`src/rtl/f32_divider.sv`:
```
// IEEE-754 binary32 divider: 25-cycle restoring mantissa division, truncating rounding,
// denormals flushed to zero, fixed 27-cycle latency for every operand class.
module f32_divider (
   input  logic        clk,
   input  logic        rst_n,
   input  logic [31:0] a,
   input  logic [31:0] b,
   input  logic        start,
   output logic [31:0] r,
   output logic        busy,
   output logic        done,
   output logic        overflow,
   output logic        underflow,
   output logic        div_by_zero
);

   localparam logic [1:0] S_IDLE   = 2'd0;
   localparam logic [1:0] S_DIVIDE = 2'd1;
   localparam logic [1:0] S_NORM   = 2'd2;
   localparam logic [1:0] S_FINISH = 2'd3;

   logic [1:0]        state;
   logic [4:0]        cnt;
   logic [24:0]       rem;
   logic [23:0]       dvs;
   logic [24:0]       q;
   logic signed [9:0] e;
   logic              sign;
   logic [22:0]       frac;
   logic              special;
   logic [31:0]       spec_r;
   logic              spec_dbz;

   logic a_zero, b_zero, a_inf, b_inf, a_nan, b_nan;
   logic sp_hit, sp_dbz, s_in;
   logic [31:0] sp_r;
   logic rem_ge;
   logic [24:0] rem_sub, rem_next;
   logic [31:0] res_r;
   logic res_ov, res_un, res_dbz;

   assign a_zero = (a[30:23] == 8'h00);
   assign b_zero = (b[30:23] == 8'h00);
   assign a_inf  = (a[30:23] == 8'hFF) && (a[22:0] == 23'h0);
   assign b_inf  = (b[30:23] == 8'hFF) && (b[22:0] == 23'h0);
   assign a_nan  = (a[30:23] == 8'hFF) && (a[22:0] != 23'h0);
   assign b_nan  = (b[30:23] == 8'hFF) && (b[22:0] != 23'h0);
   assign s_in   = a[31] ^ b[31];

   // Operand classification at accept; the winning special result bypasses the arithmetic.
   always_comb begin
      sp_hit = 1'b1;
      sp_r   = 32'h0000_0000;
      sp_dbz = 1'b0;
      if (a_nan || b_nan || (a_zero && b_zero) || (a_inf && b_inf)) begin
         sp_r = 32'h7FC0_0000;
      end else if (a_inf) begin
         sp_r = {s_in, 8'hFF, 23'h0};
      end else if (b_inf || a_zero) begin
         sp_r = {s_in, 31'h0};
      end else if (b_zero) begin
         sp_r   = {s_in, 8'hFF, 23'h0};
         sp_dbz = 1'b1;
      end else begin
         sp_hit = 1'b0;
      end
   end

   // One restoring-division step; the remainder after subtraction is below the divisor so the shift is lossless.
   always_comb begin
      rem_ge   = (rem >= {1'b0, dvs});
      rem_sub  = rem_ge ? (rem - {1'b0, dvs}) : rem;
      rem_next = {rem_sub[23:0], 1'b0};
   end

   // Final result selection with range checks.
   always_comb begin
      res_r   = 32'h0000_0000;
      res_ov  = 1'b0;
      res_un  = 1'b0;
      res_dbz = 1'b0;
      if (special) begin
         res_r   = spec_r;
         res_dbz = spec_dbz;
      end else if (e >= 10'sd255) begin
         res_r  = {sign, 8'hFF, 23'h0};
         res_ov = 1'b1;
      end else if (e <= 10'sd0) begin
         res_r  = {sign, 31'h0};
         res_un = 1'b1;
      end else begin
         res_r = {sign, e[7:0], frac};
      end
   end

   // Control FSM and datapath registers.
   always_ff @(posedge clk or negedge rst_n) begin
      if (!rst_n) begin
         state       <= S_IDLE;
         cnt         <= 5'd0;
         rem         <= 25'd0;
         dvs         <= 24'd0;
         q           <= 25'd0;
         e           <= 10'sd0;
         sign        <= 1'b0;
         frac        <= 23'd0;
         special     <= 1'b0;
         spec_r      <= 32'h0000_0000;
         spec_dbz    <= 1'b0;
         r           <= 32'h0000_0000;
         busy        <= 1'b0;
         done        <= 1'b0;
         overflow    <= 1'b0;
         underflow   <= 1'b0;
         div_by_zero <= 1'b0;
      end else begin
         done <= 1'b0;
         case (state)
            S_IDLE: begin
               if (start) begin
                  state       <= S_DIVIDE;
                  busy        <= 1'b1;
                  cnt         <= 5'd0;
                  rem         <= {2'b01, a[22:0]};
                  dvs         <= {1'b1, b[22:0]};
                  q           <= 25'd0;
                  e           <= $signed({2'b00, a[30:23]}) - $signed({2'b00, b[30:23]}) + 10'sd127;
                  sign        <= s_in;
                  special     <= sp_hit;
                  spec_r      <= sp_r;
                  spec_dbz    <= sp_dbz;
                  r           <= 32'h0000_0000;
                  overflow    <= 1'b0;
                  underflow   <= 1'b0;
                  div_by_zero <= 1'b0;
               end
            end
            S_DIVIDE: begin
               rem <= rem_next;
               q   <= {q[23:0], rem_ge};
               cnt <= cnt + 5'd1;
               if (cnt == 5'd24) begin
                  state <= S_NORM;
               end
            end
            S_NORM: begin
               if (q[24]) begin
                  frac <= q[23:1];
               end else begin
                  frac <= q[22:0];
                  e    <= e - 10'sd1;
               end
               state <= S_FINISH;
            end
            S_FINISH: begin
               r           <= res_r;
               overflow    <= res_ov;
               underflow   <= res_un;
               div_by_zero <= res_dbz;
               done        <= 1'b1;
               busy        <= 1'b0;
               state       <= S_IDLE;
            end
            default: begin
               state <= S_IDLE;
               busy  <= 1'b0;
            end
         endcase
      end
   end

endmodule

```
`config.mk`:
```
export PLATFORM = sky130hd
export DESIGN_NAME = f32_divider
export DESIGN_NICKNAME = d
export VERILOG_FILES = /design/src/rtl/f32_divider.sv
export SDC_FILE = /design/constraint.sdc
export NUM_CORES = 1
export LEC_CHECK = 0
export BUFFER_PORTS_ARGS = -buffer_cell sky130_fd_sc_hd__buf_2
export CORE_UTILIZATION = 35
export CTS_CLUSTER_DIAMETER = 40
export DETAILED_ROUTE_END_ITERATION = 10
export GPL_ROUTABILITY_DRIVEN = 0
export SYNTH_ARGS = -nofsm -noshare
export SYNTH_HDL_FRONTEND = slang
export SYNTH_SLANG_ARGS = --single-unit
```
`constraint.sdc`:
```
create_clock -name clk -period 5 [get_ports clk]
set_input_delay 1.25 -clock clk [delete_from_list [all_inputs] [get_ports clk]]
set_output_delay 1.25 -clock clk [all_outputs]
set_load 0.02 [all_outputs]
```
Yosys cells after proc, flatten, opt, wreduce, memory -nomap -nowiden
Cells that the tools add are included.

Bits in registers: 186. Latch bits: 0. Bits in writable memories: 0. ROM bits: 0. Input bits: 67. Output and inout bits: 37. Logic and storage cells: 103. Memories: 0.

Add/subtract/negate cells: 5. Multiply operators: 0. Divide/modulo/power cells: 0. Order comparisons: 3. Equality and inequality tests: 9. Shift-type cells: 0. Muxes and demuxes: 43. Bitwise logic cells: 1. Reduce and logical (&&, ||, !) cells: 25.

Operators with widths (count): two-way mux 32 bit (6); one-hot mux 25 bit (2 select lines) (2); one-hot mux 32 bit (2 select lines) (1); two-way mux 31 bit (2); two-way mux 25 bit (2); logical NOT 23 bit (2); nonzero test 23 bit (2); greater-or-equal comparator 25 x 24 -> 1 bit (1); two-way mux 24 bit (1); subtractor 24 bit (1); two-way mux 23 bit (1); two-way mux 10 bit (2); one-hot mux 10 bit (2 select lines) (1); equality test 8 bit (second input constant) (2); logical NOT 8 bit (2); two-way mux 1 bit (16); adder 9 x 8 -> 10 bit (second input constant) (1); greater-or-equal comparator 10 x 9 -> 1 bit (second input constant) (1); less-or-equal comparator 10 x 1 -> 1 bit (second input constant) (1); one-hot mux 5 bit (2 select lines) (1); subtractor 10 x 2 -> 10 bit (second input constant) (1); subtractor 8 x 8 -> 9 bit (1); one-hot mux 1 bit (2 select lines) (4); one-hot mux 2 bit (4 select lines) (1); other kinds (14) (31).

Logic depth before layout (Yosys ltp)
Depth in word-level cells: 6. Gate-level depth with buffers: 12. Mapped depth without buffers: 12.

Worst setup path after synthesis
No wires, ideal clock.

Path type: input port to flip-flop. Start: input port b[25]. End: register e[8]. Setup time: 124 ps. Arrival time: 3098 ps. Data required time: 4876 ps. Slack: 1778 ps. Stages: 11. Buffers on the path: 1. Cells stage by stage: inv_1 ha_1 buf_2 o21ai_1 a21oi_1 o41a_4 xor2_1 inv_1 a311oi_1 a2111oi_0 a211o_1.

Longest elaborated chain between the ends: 4.

Ends and longest elaborated chain: from (decl) (line 7) `input logic [31:0] b,`; subtractor 8 x 8 -> 9 bit (line 127) `e <= $signed({2'b00, a[30:23]}) - $signed({2'b00, b[30:23]}) + 10'sd127;`; adder 9 x 8 -> 10 bit (line 127); two-way mux 10 bit (line 120) `if (start) begin`; one-hot mux 10 bit (2 select lines) (line 118) `case (state)`; to (signal assigned) (line 127); to (signal assigned) (line 151) `e <= e - 10'sd1;`; to (decl) (line 27) `logic signed [9:0] e;`.

No other way between the ends. The select of a mux whose other input is x is not followed. A chain may end at the register's enable or synchronous reset.

Worst setup path in the final report
Start: register rem[4]. End: register rem[20].

Longest elaborated chain between the ends: 3. Elaborated cells between the ends (all ways): 4. Those cells by class: add/sub: 1; order compare: 1; mux: 2.

Ends and longest elaborated chain: from (decl) (line 24) `logic [24:0] rem;`; from (signal assigned) (line 124) `rem <= {2'b01, a[22:0]};`; from (signal assigned) (line 139) `rem <= rem_next;`; subtractor 24 bit or greater-or-equal comparator 25 x 24 -> 1 bit (tied branches) (line 72, 71); two-way mux 24 bit (*) (line 72) `rem_sub = rem_ge ? (rem - {1'b0, dvs}) : rem;`; one-hot mux 25 bit (2 select lines) (*) (line 118).

Every way passes the cells marked *; elsewhere a longest branch is shown, timed or not.

==> flow_summary.ini <==
[outcome]
status = finished, final reports clean

[critical_path]
worstPathRequired_ns = 5.30
r2r_start = rem[4]$_DFFE_PN0P_
end_kind = flip-flop
slowest_stage = a21boi_4
cp.arrival_ns = 3.56
path_buf_inv = 0
critical_path.max_stage_delay_ns = 0.86
cp-start-kind = flip-flop
crit_family = compound AO/OA/AOI/OAI gates
path_max_fanout = 37
startpoint = rem[4]$_DFFE_PN0P_
r2r_setup_slack_ns = 1.74
crit_chain = ha_1 > a21o_1 > or3_4 > o2111ai_2 > a22oi_2 > a21boi_4 > nand2b_1 > o211ai_1
criticalPathCategory = reg2reg

[sta]
hold_viol = 0
drv_slew = 0
tns_ns = 0
post-route-min-period_ns = 3.262
slew-limit-headroom_pct = 28.28
min_period_over_period_pct = 65.23
fmax_mhz = 306.6
rsz0062_at_grt = false
final.setup_skew_ns = 0.02143
setup_viol = 0
worst_slew_pin_slew_ns = 1.073

[pwr]
p_leak_nw = 4.637
power.density_nw_per_um2 = 703.5
vdd_ir_drop_max_mv = 0.2768

[global_route]
first_global_vias = 7206
gr-total-overflow = 0
antenna_found_initial = 1
grt_pass1_wl_um = 36360
grtUsageTotal_pct = 17.43
grt_max_degree = 106

[clock_tree]
clock_latency_ns = 0.44
cts_tree = built
cts_hold_buf = 0
path_clk_slew_ns = 0.07
cts_resized = 0
clk_path_buf_depth = 2
root_buffer = clkbuf_16
cts.sinks = 157
cts_max_level = 4
cts_buffers = 17
cts_setup_buffers = 0

[die]
pin_count = 104
start_util_pct = 36.05
die_area_sq_um = 25980
core_sq_um = 24600
dieHeight_um = 161.2
die_w_um = 161.2
rows = 57

[detailed_routing]
dr_total_vias = 7373
ant_nets = 0
drcViolationCount = 0
drt-total-wl_um = 21970
dr.pass1.iters = 5
drtIter0Drc = 449
wl_per_cell_um = 15.88
vias_per_cell = 5.331

[synthesis]
ys_types = 69
synth-adder-area-share_pct = 6.150
avgSynthCellArea_sq_um = 9.191
synth_top_family_by_area = compound AO/OA/AOI/OAI gates
synth_xor_area_share_pct = 3.357
synth_compound_area_share_pct = 23.44
synth.most_common_cell = dfrtp_1
synth_edf_count = 0
netlist.area_leader.share_pct = 44.29
yosys-top-cells-area = dfrtp_1, ha_1, a21oi_1
syn_inst = 965
synth_area_sq_um = 8870
netlist_top_cells_count = dfrtp_1, a21oi_1, nand2_1
synth_ff_type = dfrtp_1
synth_seq_area_share_pct = 44.29
synth_top_cell_by_area = dfrtp_1
yosys.area_share.simple_pct = 14.59
synth.area.mux_share_pct = 3.611
ys_async_sr_fraction_pct = 100.0
synth.ff_latch_count = 157
synthesis.nets = 1075
yosysWarnings = 0

[finish]
final_area_sq_um = 10250
nets = 1155
syn2layout_area_growth_pct = 15.62
drive_above_1_share_pct = 15.22

[worst_hold_path]
hold_path_class = reg2reg
hp-start = dvs[23]$_DFFE_PN0P_

[placement]
hpwlAfterDp_um = 15550
place_area_sq_um = 9677
port-buffer-count = 103

[run]
maxCapViolations = 0
cells by family after synthesis:
group,count (synthesis)
DFF,157
buffers and inverters,102
xor gates and xnor gates,34
muxes,32
AOI/OAI and AO/OA,320
and+or+nand+nor,277
adders and majority gates,43
cell usage in the layout, fill, tap and decap left out, types with 3 or more instances in the layout:
cell type,netlist,routed
dfrtp_1,157,157
buf_2,2,102
a21oi_1,95,93
nand2_1,93,93
nor2_1,87,86
o21ai_0,67,67
inv_1,50,50
a22o_1,48,48
ha_1,42,41
mux2i_1,32,32
xor2_1,21,21
nor4_1,17,17
clkbuf_16,0,17
o21ai_1,15,15
xnor2_1,13,13
a21o_1,12,12
nand2b_1,11,11
nand4_1,11,11
a22oi_1,11,11
nor3_1,10,10
nand3_1,10,10
o22ai_1,10,10
buf_4,1,10
a211oi_1,7,7
a31oi_1,6,6
o211ai_1,5,5
o31ai_1,5,5
and3_1,5,5
o21a_1,5,5
nor2b_1,5,5
and2_1,5,4
nand3b_1,4,4
nand4b_1,4,4
a2111oi_0,4,4
inv_6,0,4
inv_8,0,4
or2_2,3,3
nor4b_1,3,3
clkinvlp_4,0,3
final cells by class:
| type | count | area, sq um |
|---|---|---|
| fillers | 2457 | 14350 |
| multi-input cells | 706 | 4558 |
| flip-flops and latches | 157 | 3929 |
| repair buffers | 113 | 596.8 |
| clock buffers | 18 | 429.2 |
| well taps | 324 | 405.4 |
| inverters | 50 | 187.7 |
| clock inverters | 14 | 146.4 |
| diodes | 1 | 2.502 |
path summary, 6_finish.rpt:
path                                        to  cells past startpoint
setup / recovery           rem[20]$_DFFE_PN0P_                      8
hold / removal             dvs[23]$_DFFE_PN0P_                      2
setup reg to reg           rem[20]$_DFFE_PN0P_                      8
hold reg to reg            dvs[23]$_DFFE_PN0P_                      2
max in group asynchronous    r[14]$_DFFE_PN0P_                      2
min in group asynchronous  dvs[13]$_DFFE_PN0P_                      1
registers in the layout, indices dropped and copies added, names as in the netlist:
signal and count:
r 32, busy 1, frac 23, cnt 5, state 2, overflow 1
spec_r 3, rem 25, dvs 24, q 25, underflow 1, sign 1
e 10, spec_dbz 1, done 1, div_by_zero 1, special 1
through the flow:
step	hold WS, ns	util (%)	total power (W)	worst slack (ns)	std cells
finish	0.4500	41.68	0.007214	1.738	1383
global route	0.4731	41.67	0.007838	1.600	1382
CTS	0.4575	41.67	0.007242	1.755	1382
detailed placement	0.4419	39.33	0.005923	1.403	1350
global placement	0.4350	39.33	0.005867	1.324	1350
floorplan	0.4175	-	0.005021	1.778	965
where the power goes:
part | total, W | internal, W | switching (W)
clock network | 0.00128 | 0.000704 | 0.000576
registers | 0.00209 | 0.00177 | 0.000327
logic | 0.00384 | 0.00146 | 0.00238
tightest hold or removal path, cell delays in order, from the launching register on:
cell	delay (ns)
dfrtp_1	0.32
inv_1	0.05
nand2_1	0.05
routing by layer:
layer  global-route usage [%]  vias up  share of wire (%)
met5                        0        -                  0
met1                    24.63     3533                 50
met2                    27.14      165                 45
met4                    4.931        0                1.5
li1                         -     3652                  -
met3                    3.261       23                3.8
No activity file was read; power rests on OpenSTA's default activity.
